<file path="config.mk">
export PLATFORM = sky130hd
export DESIGN_NAME = cloneless_bus_arbiter
export DESIGN_NICKNAME = d
export VERILOG_FILES = /design/src/rtl/cloneless_bus_arbiter.sv
export SDC_FILE = /design/constraint.sdc
export NUM_CORES = 1
export LEC_CHECK = 0
export ABC_AREA = 1
export BUFFER_PORTS_ARGS = -buffer_cell sky130_fd_sc_hd__buf_2
export CAP_MARGIN = 10
export CORE_ASPECT_RATIO = 1.2
export CORE_MARGIN = 5
export CORE_UTILIZATION = 50
export DETAILED_ROUTE_END_ITERATION = 8
export PLACE_DENSITY = 0.69
export SLEW_MARGIN = 0
export SYNTH_ARGS = -nofsm -noshare
export SYNTH_HDL_FRONTEND = slang
export SYNTH_SLANG_ARGS = --single-unit
</file>
<file path="constraint.sdc">
create_clock -name clk -period 4.7 [get_ports clk]
set_clock_uncertainty 0.05 [all_clocks]
set_input_delay 0.705 -clock clk [delete_from_list [all_inputs] [get_ports clk]]
set_output_delay 0.705 -clock clk [all_outputs]
set_load 0.05 [all_outputs]
</file>
<file path="src/rtl/cloneless_bus_arbiter.sv">
`timescale 1ns/1ps
// -----------------------------------------------------------------------------
// cloneless_bus_arbiter
//
// Host-pad bus controller and round-robin arbiter for the Cloneless core's
// shared register bank (2^AW entries of DW bits).
//
// The pad-level strobes, address and data are synchronized into clk. Each
// rising strobe edge becomes one single-cycle bank access. The bank is shared
// between that host port and one internal core requester.
//
// Build option:
//   PAD_SYNC_EN  defined   : 2-flop synchronizer on every pad input.
//   PAD_SYNC_EN  undefined : single capture flop. Host latency is one cycle
//                            shorter and there is no metastability margin.
//
// Parameters:
//   AW  address width (bank depth 2^AW)
//   DW  data width
//
// Ports:
//   clk          single clock
//   rst          asynchronous active-high reset
//   read, write  host strobes from the pad (asynchronous to clk)
//   address      host address from the pad
//   data_in      host write data from the pad
//   data_out     registered result of the last host read
//   host_drop    one-cycle pulse when a host strobe edge is discarded
//   core_req     core access request, held until granted
//   core_we      core write enable (qualified by core_req)
//   core_addr    core address
//   core_wdata   core write data
//   core_gnt     combinational grant; the access executes at this clock edge
//   core_rdata   registered core read data
//   core_rvalid  one-cycle pulse the cycle after a granted core read
// -----------------------------------------------------------------------------
module cloneless_bus_arbiter #(
    parameter int unsigned AW = 3,
    parameter int unsigned DW = 4
) (
    input  logic          clk,
    input  logic          rst,
    input  logic          read,
    input  logic          write,
    input  logic [AW-1:0] address,
    input  logic [DW-1:0] data_in,
    output logic [DW-1:0] data_out,
    output logic          host_drop,
    input  logic          core_req,
    input  logic          core_we,
    input  logic [AW-1:0] core_addr,
    input  logic [DW-1:0] core_wdata,
    output logic          core_gnt,
    output logic [DW-1:0] core_rdata,
    output logic          core_rvalid
);

    localparam int unsigned Depth = 1 << AW;

`ifdef PAD_SYNC_EN
    localparam logic [1:0] SyncStages = 2'd2;
`else
    localparam logic [1:0] SyncStages = 2'd1;
`endif

    typedef enum logic {
        GntCore = 1'b0,
        GntHost = 1'b1
    } gnt_e;

    // -------------------------------------------------------------------------
    // Pad input conditioning
    // -------------------------------------------------------------------------
    // Address and data are synchronized bit-wise without coding; this is safe
    // only because the host keeps them stable from a cycle before the strobe
    // rises until it falls, so they are settled by the time the strobe edge
    // is seen.
    logic          rd_s;
    logic          wr_s;
    logic [AW-1:0] addr_s;
    logic [DW-1:0] data_s;

`ifdef PAD_SYNC_EN
    logic          rd_m;
    logic          wr_m;
    logic [AW-1:0] addr_m;
    logic [DW-1:0] data_m;

    always_ff @(posedge clk or posedge rst) begin
        if (rst) begin
            rd_m   <= 1'b0;
            wr_m   <= 1'b0;
            addr_m <= '0;
            data_m <= '0;
            rd_s   <= 1'b0;
            wr_s   <= 1'b0;
            addr_s <= '0;
            data_s <= '0;
        end else begin
            rd_m   <= read;
            wr_m   <= write;
            addr_m <= address;
            data_m <= data_in;
            rd_s   <= rd_m;
            wr_s   <= wr_m;
            addr_s <= addr_m;
            data_s <= data_m;
        end
    end
`else
    always_ff @(posedge clk or posedge rst) begin
        if (rst) begin
            rd_s   <= 1'b0;
            wr_s   <= 1'b0;
            addr_s <= '0;
            data_s <= '0;
        end else begin
            rd_s   <= read;
            wr_s   <= write;
            addr_s <= address;
            data_s <= data_in;
        end
    end
`endif

    // -------------------------------------------------------------------------
    // Edge detection
    // -------------------------------------------------------------------------
    // The synchronizer comes out of reset holding 0, so a strobe that is
    // still high at reset release would look like a fresh rising edge. The
    // fill counter marks when the synchronized strobes reflect the pads, and
    // each strobe is armed only after it has been seen low from then on.
    logic [1:0] fill_q;
    logic       sync_ok;
    logic       rd_d;
    logic       wr_d;
    logic       rd_armed;
    logic       wr_armed;
    logic       rd_edge;
    logic       wr_edge;
    logic       any_edge;

    assign sync_ok = (fill_q == SyncStages);

    always_ff @(posedge clk or posedge rst) begin
        if (rst) begin
            fill_q   <= 2'd0;
            rd_d     <= 1'b0;
            wr_d     <= 1'b0;
            rd_armed <= 1'b0;
            wr_armed <= 1'b0;
        end else begin
            if (!sync_ok) begin
                fill_q <= fill_q + 2'd1;
            end
            rd_d     <= rd_s;
            wr_d     <= wr_s;
            rd_armed <= rd_armed | (sync_ok & ~rd_s);
            wr_armed <= wr_armed | (sync_ok & ~wr_s);
        end
    end

    assign rd_edge  = rd_s & ~rd_d & rd_armed;
    assign wr_edge  = wr_s & ~wr_d & wr_armed;
    assign any_edge = rd_edge | wr_edge;

    // -------------------------------------------------------------------------
    // Host request capture
    // -------------------------------------------------------------------------
    logic          host_pend;
    logic          host_we;
    logic [AW-1:0] host_addr;
    logic [DW-1:0] host_wdata;
    logic          host_gnt;
    logic          core_gnt_w;
    gnt_e          last_gnt;

    always_ff @(posedge clk or posedge rst) begin
        if (rst) begin
            host_pend  <= 1'b0;
            host_we    <= 1'b0;
            host_addr  <= '0;
            host_wdata <= '0;
            host_drop  <= 1'b0;
        end else begin
            host_drop <= any_edge & host_pend;
            if (any_edge && !host_pend) begin
                host_pend  <= 1'b1;
                // A simultaneous read edge is ignored in favour of the write.
                host_we    <= wr_edge;
                host_addr  <= addr_s;
                host_wdata <= data_s;
            end else if (host_gnt) begin
                host_pend <= 1'b0;
            end
        end
    end

    // -------------------------------------------------------------------------
    // Round-robin arbitration
    // -------------------------------------------------------------------------
    // On a conflict the requester that did not win last time is served.
    // core_gnt is forced low during reset so every output reads 0 at once.
    assign host_gnt   = host_pend & (~core_req | (last_gnt == GntCore));
    assign core_gnt_w = core_req & ~rst & (~host_pend | (last_gnt == GntHost));
    assign core_gnt   = core_gnt_w;

    always_ff @(posedge clk or posedge rst) begin
        if (rst) begin
            last_gnt <= GntCore;
        end else if (host_gnt) begin
            last_gnt <= GntHost;
        end else if (core_gnt_w) begin
            last_gnt <= GntCore;
        end
    end

    // -------------------------------------------------------------------------
    // Register bank and read ports
    // -------------------------------------------------------------------------
    logic [DW-1:0] bank [Depth];
    logic          bank_we;
    logic [AW-1:0] bank_waddr;
    logic [DW-1:0] bank_wdata;

    // Grants are mutually exclusive, so at most one access happens per edge.
    always_comb begin
        bank_we    = 1'b0;
        bank_waddr = '0;
        bank_wdata = '0;
        if (host_gnt) begin
            bank_we    = host_we;
            bank_waddr = host_addr;
            bank_wdata = host_wdata;
        end else if (core_gnt_w) begin
            bank_we    = core_we;
            bank_waddr = core_addr;
            bank_wdata = core_wdata;
        end
    end

    always_ff @(posedge clk or posedge rst) begin
        if (rst) begin
            for (int i = 0; i < Depth; i++) begin
                bank[i] <= '0;
            end
        end else if (bank_we) begin
            bank[bank_waddr] <= bank_wdata;
        end
    end

    always_ff @(posedge clk or posedge rst) begin
        if (rst) begin
            data_out <= '0;
        end else if (host_gnt && !host_we) begin
            data_out <= bank[host_addr];
        end
    end

    always_ff @(posedge clk or posedge rst) begin
        if (rst) begin
            core_rdata  <= '0;
            core_rvalid <= 1'b0;
        end else begin
            core_rvalid <= core_gnt_w & ~core_we;
            if (core_gnt_w && !core_we) begin
                core_rdata <= bank[core_addr];
            end
        end
    end

endmodule

</file>
==> impl_metrics.py <==
metrics = {
    "run_status": {
        "status": "finished, final reports clean",
    },
    "synthesis": {
        "syn_area_per_cell_sq_um": 7.92,
        "syn_inst": 421,
        "ys_seq_area_share_pct": 50.3,
        "ys_seq_elements": 67,
        "yosysWarnings": 0,
        "syn_nets": 442,
        "synth_area_sq_um": 3330,
        "synth.distinct_cells": 22,
    },
    "cts": {
        "cts_max_level": 3,
        "cts_setup_buffers": 0,
        "clock_latency_ns": 0.35,
        "cts_sinks": 67,
        "clockBufferDepth": 2,
        "ctsResizeCount": 0,
        "cts_hold_buf": 0,
        "cts_tree": "yes",
        "clk_pin_slew_worst_paths_ns": 0.07,
        "root_buffer": "clkbuf_8",
        "numCtsBuffers": 9,
    },
    "power": {
        "p_comb_share_pct": 36.0,
        "pwr-share-clk_pct": 24.3,
        "power.total_mw": 2.40,
        "switchingPower_mw": 1.01,
        "seqPwrFrac_pct": 39.7,
        "internal-power_mw": 1.38,
        "netSwitchingFraction_pct": 42.3,
        "p_leak_nw": 1.96,
        "p_per_area_nw_per_um2": 635,
        "vdd_drop_max_mv": 0.300,
    },
    "setup_path": {
        "max_stage_delay_ns": 0.50,
        "path_delay_family": "flip-flops",
        "worstSetupStartpointType": "register",
        "critical_path_depth": 4,
        "crit_path_frequent_cell": "nand2_1",
        "crit_required_ns": 3.94,
        "crit_chain": "nand2_1, nand2_1, inv_2, buf_2",
        "slowest_stage": "dfrtp_1",
        "r2r_cells": 7,
        "cp.arrival_ns": 1.54,
        "critical_path_class": "reg -> out",
        "crit_buf_inv": 2,
        "crit_fanout": 10,
        "crit_path_end_kind": "output port",
    },
    "hold_path": {
        "holdPathStages": 0,
        "hp-class": "reg -> reg",
    },
    "placed_design": {
        "place.gp.congestion": 0.863,
        "dpl_cell_area_sq_um": 3530,
        "dp.cells": 523,
        "dp.final_hpwl_um": 5750,
        "portBuffers": 30,
    },
    "route": {
        "vias": 2835,
        "drt-total-wl_um": 7940,
        "dr.pass1.iters": 5,
        "via_per_inst": 5.26,
        "drt-wirelength-per-cell_um": 14.7,
        "drcViolationCount": 0,
        "ant_nets": 0,
        "drt_iter0_markers": 202,
    },
    "final_layout": {
        "synthToLayoutAreaGrowth_pct": 13.3,
        "n_antenna_cell": 0,
        "multiInputGateArea_sq_um": 1460,
        "n_fill_cell": 603,
        "seq_area_sq_um": 1680,
        "fin_cells": 539,
        "drive_above_1_share_pct": 18.1,
        "nNetsFinal": 470,
        "fin_area_sq_um": 3780,
    },
    "floorplanning": {
        "die_h_um": 99.4,
        "pin_count": 31,
        "start_util_pct": 51.7,
        "dieArea_sq_um": 8410,
        "core_area_sq_um": 6450,
        "row_count": 32,
        "die_x_um": 84.5,
    },
    "global_routing": {
        "grt_usage_pct": 20.2,
        "grt_pass1_wl_um": 13300,
        "grt_pass1_vias": 2711,
        "grt_overflow": 0,
        "antenna_found_initial": 0,
        "grt_max_degree": 46,
    },
    "sta": {
        "maxSlewHeadroom_pct": 33.7,
        "max_freq_mhz": 435,
        "grt_setup_unrepaired": "no",
        "report.final.slew_viol_count": 0,
        "whs_ns": 0.351,
        "hold_viol_final": 0,
        "period_needed_ns": 2.30,
        "finalSetupViolations": 0,
        "fin_setup_tns_ns": 0,
        "tightestPinTransition_ns": 0.995,
        "period_share_pct": 48.9,
    },
    "run": {
        "maxCapViolCount": 0,
    },
}
layer usage:
| metal | share of wire, % | GRT usage, % | vias to the layer above | wire (um) |
|---|---|---|---|---|
| li1 | - | - | 1403 | - |
| met1 | 43 | 25.9 | 1321 | 3400 |
| met2 | 49 | 32.6 | 92 | 3930 |
| met3 | 4.8 | 4.31 | 19 | 379 |
| met4 | 2.9 | 9.14 | 0 | 232 |
| met5 | 0 | 0 | - | 0 |
cells in the mapped netlist:
| master | number | area share [%] |
|---|---|---|
| nand3_1 | 44 | 6.6 |
| inv_2 | 4 | 0.45 |
| nand2_1 | 166 | 19 |
| nor2_2 | 4 | 0.75 |
| nand3b_1 | 2 | 0.45 |
| nor2_4 | 6 | 2.0 |
| inv_1 | 31 | 3.5 |
| nand2_4 | 3 | 1.0 |
| nor2_1 | 6 | 0.68 |
| buf_2 | 6 | 0.90 |
| xnor2_1 | 1 | 0.26 |
| o211ai_1 | 16 | 3.6 |
| a21oi_1 | 16 | 2.4 |
| clkbuf_1 | 6 | 0.68 |
| o21bai_1 | 1 | 0.23 |
| dfrtp_1 | 67 | 50 |
| nand2_2 | 18 | 3.4 |
| o31ai_2 | 1 | 0.38 |
| ha_1 | 1 | 0.38 |
| o21ai_0 | 20 | 3.0 |
| buf_4 | 1 | 0.23 |
| buf_1 | 1 | 0.11 |
final timing paths:
kind                                    from  endpoint  slack [ns]
max in group asynchronous                rst  bank[25]        3.28
worst min-delay path                    wr_s      wr_d        0.35
min in group asynchronous                rst  bank[11]        0.36
worst min register to register          wr_s      wr_d        0.35
worst max register to register  host_addr[0]  bank[16]        2.79
worst max-delay path               host_pend  core_gnt        2.40
sequential cells by signal, summed over array words and instances, names as in the netlist:
signal and cells:
addr_s 3, bank 32, core_rdata 4, core_rvalid 1
data_out 4, data_s 4, fill_q 2, host_addr 3
host_drop 1, host_pend 1, host_wdata 4, host_we 1
last_gnt 1, rd_armed 1, rd_d 1, rd_s 1
wr_armed 1, wr_d 1, wr_s 1
metrics by stage:
| step | setup WS [ns] | utilization [%] |
|---|---|---|
| after floorplan | 1.67 | - |
| after global placement | 2.49 | 54.8 |
| after detailed placement | 2.46 | 54.8 |
| after CTS | 2.38 | 58.6 |
| after global routing | 2.27 | 58.6 |
| final | 2.40 | 58.6 |
power groups by stage:
stage / Clock, mW / Sequential (mW) / Combinational, mW
finish: 0.582 / 0.951 / 0.864
detailed placement: 0 / 0.956 / 0.863
floorplan: 0 / 0.971 / 0.625
global placement: 0 / 0.949 / 0.848
CTS: 0.592 / 0.947 / 0.869
global route: 0.622 / 0.976 / 0.966
cell families (layout without fill, tap and decap cells):
| kind of cell | Yosys count | after routing | share of synthesized area (%) |
|---|---|---|---|
| adders and majority gates | 1 | 1 | 0.375 |
| xor gates and xnor gates | 1 | 1 | 0.263 |
| buffers and inverters | 49 | 82 | 5.86 |
| DFF | 67 | 67 | 50.3 |
| AOI/OAI and AO/OA | 54 | 54 | 9.61 |
| and+or+nand+nor | 249 | 249 | 33.6 |
placed cells by master (no fill, tap or decap), types with 2 or more instances in the layout:
cell type	count
a21oi_1	16
buf_2	30
bufinv_16	3
clkbuf_1	2
clkbuf_8	10
dfrtp_1	67
inv_1	30
inv_2	5
nand2_1	166
nand2_2	18
nand2_4	3
nand3_1	44
nand3b_1	2
nor2_1	6
nor2_2	4
nor2_4	6
o211ai_1	16
o21ai_0	20
final cells by class:
cell class	count	area share (%)
clock buffer	12	3.84
clock inverter	4	2.58
inverter	35	3.48
multi-input combinational	305	38.7
sequential	67	44.4
tap	85	2.82
timing repair buffer	31	4.17
No activity file was read; power rests on OpenSTA's default activity.
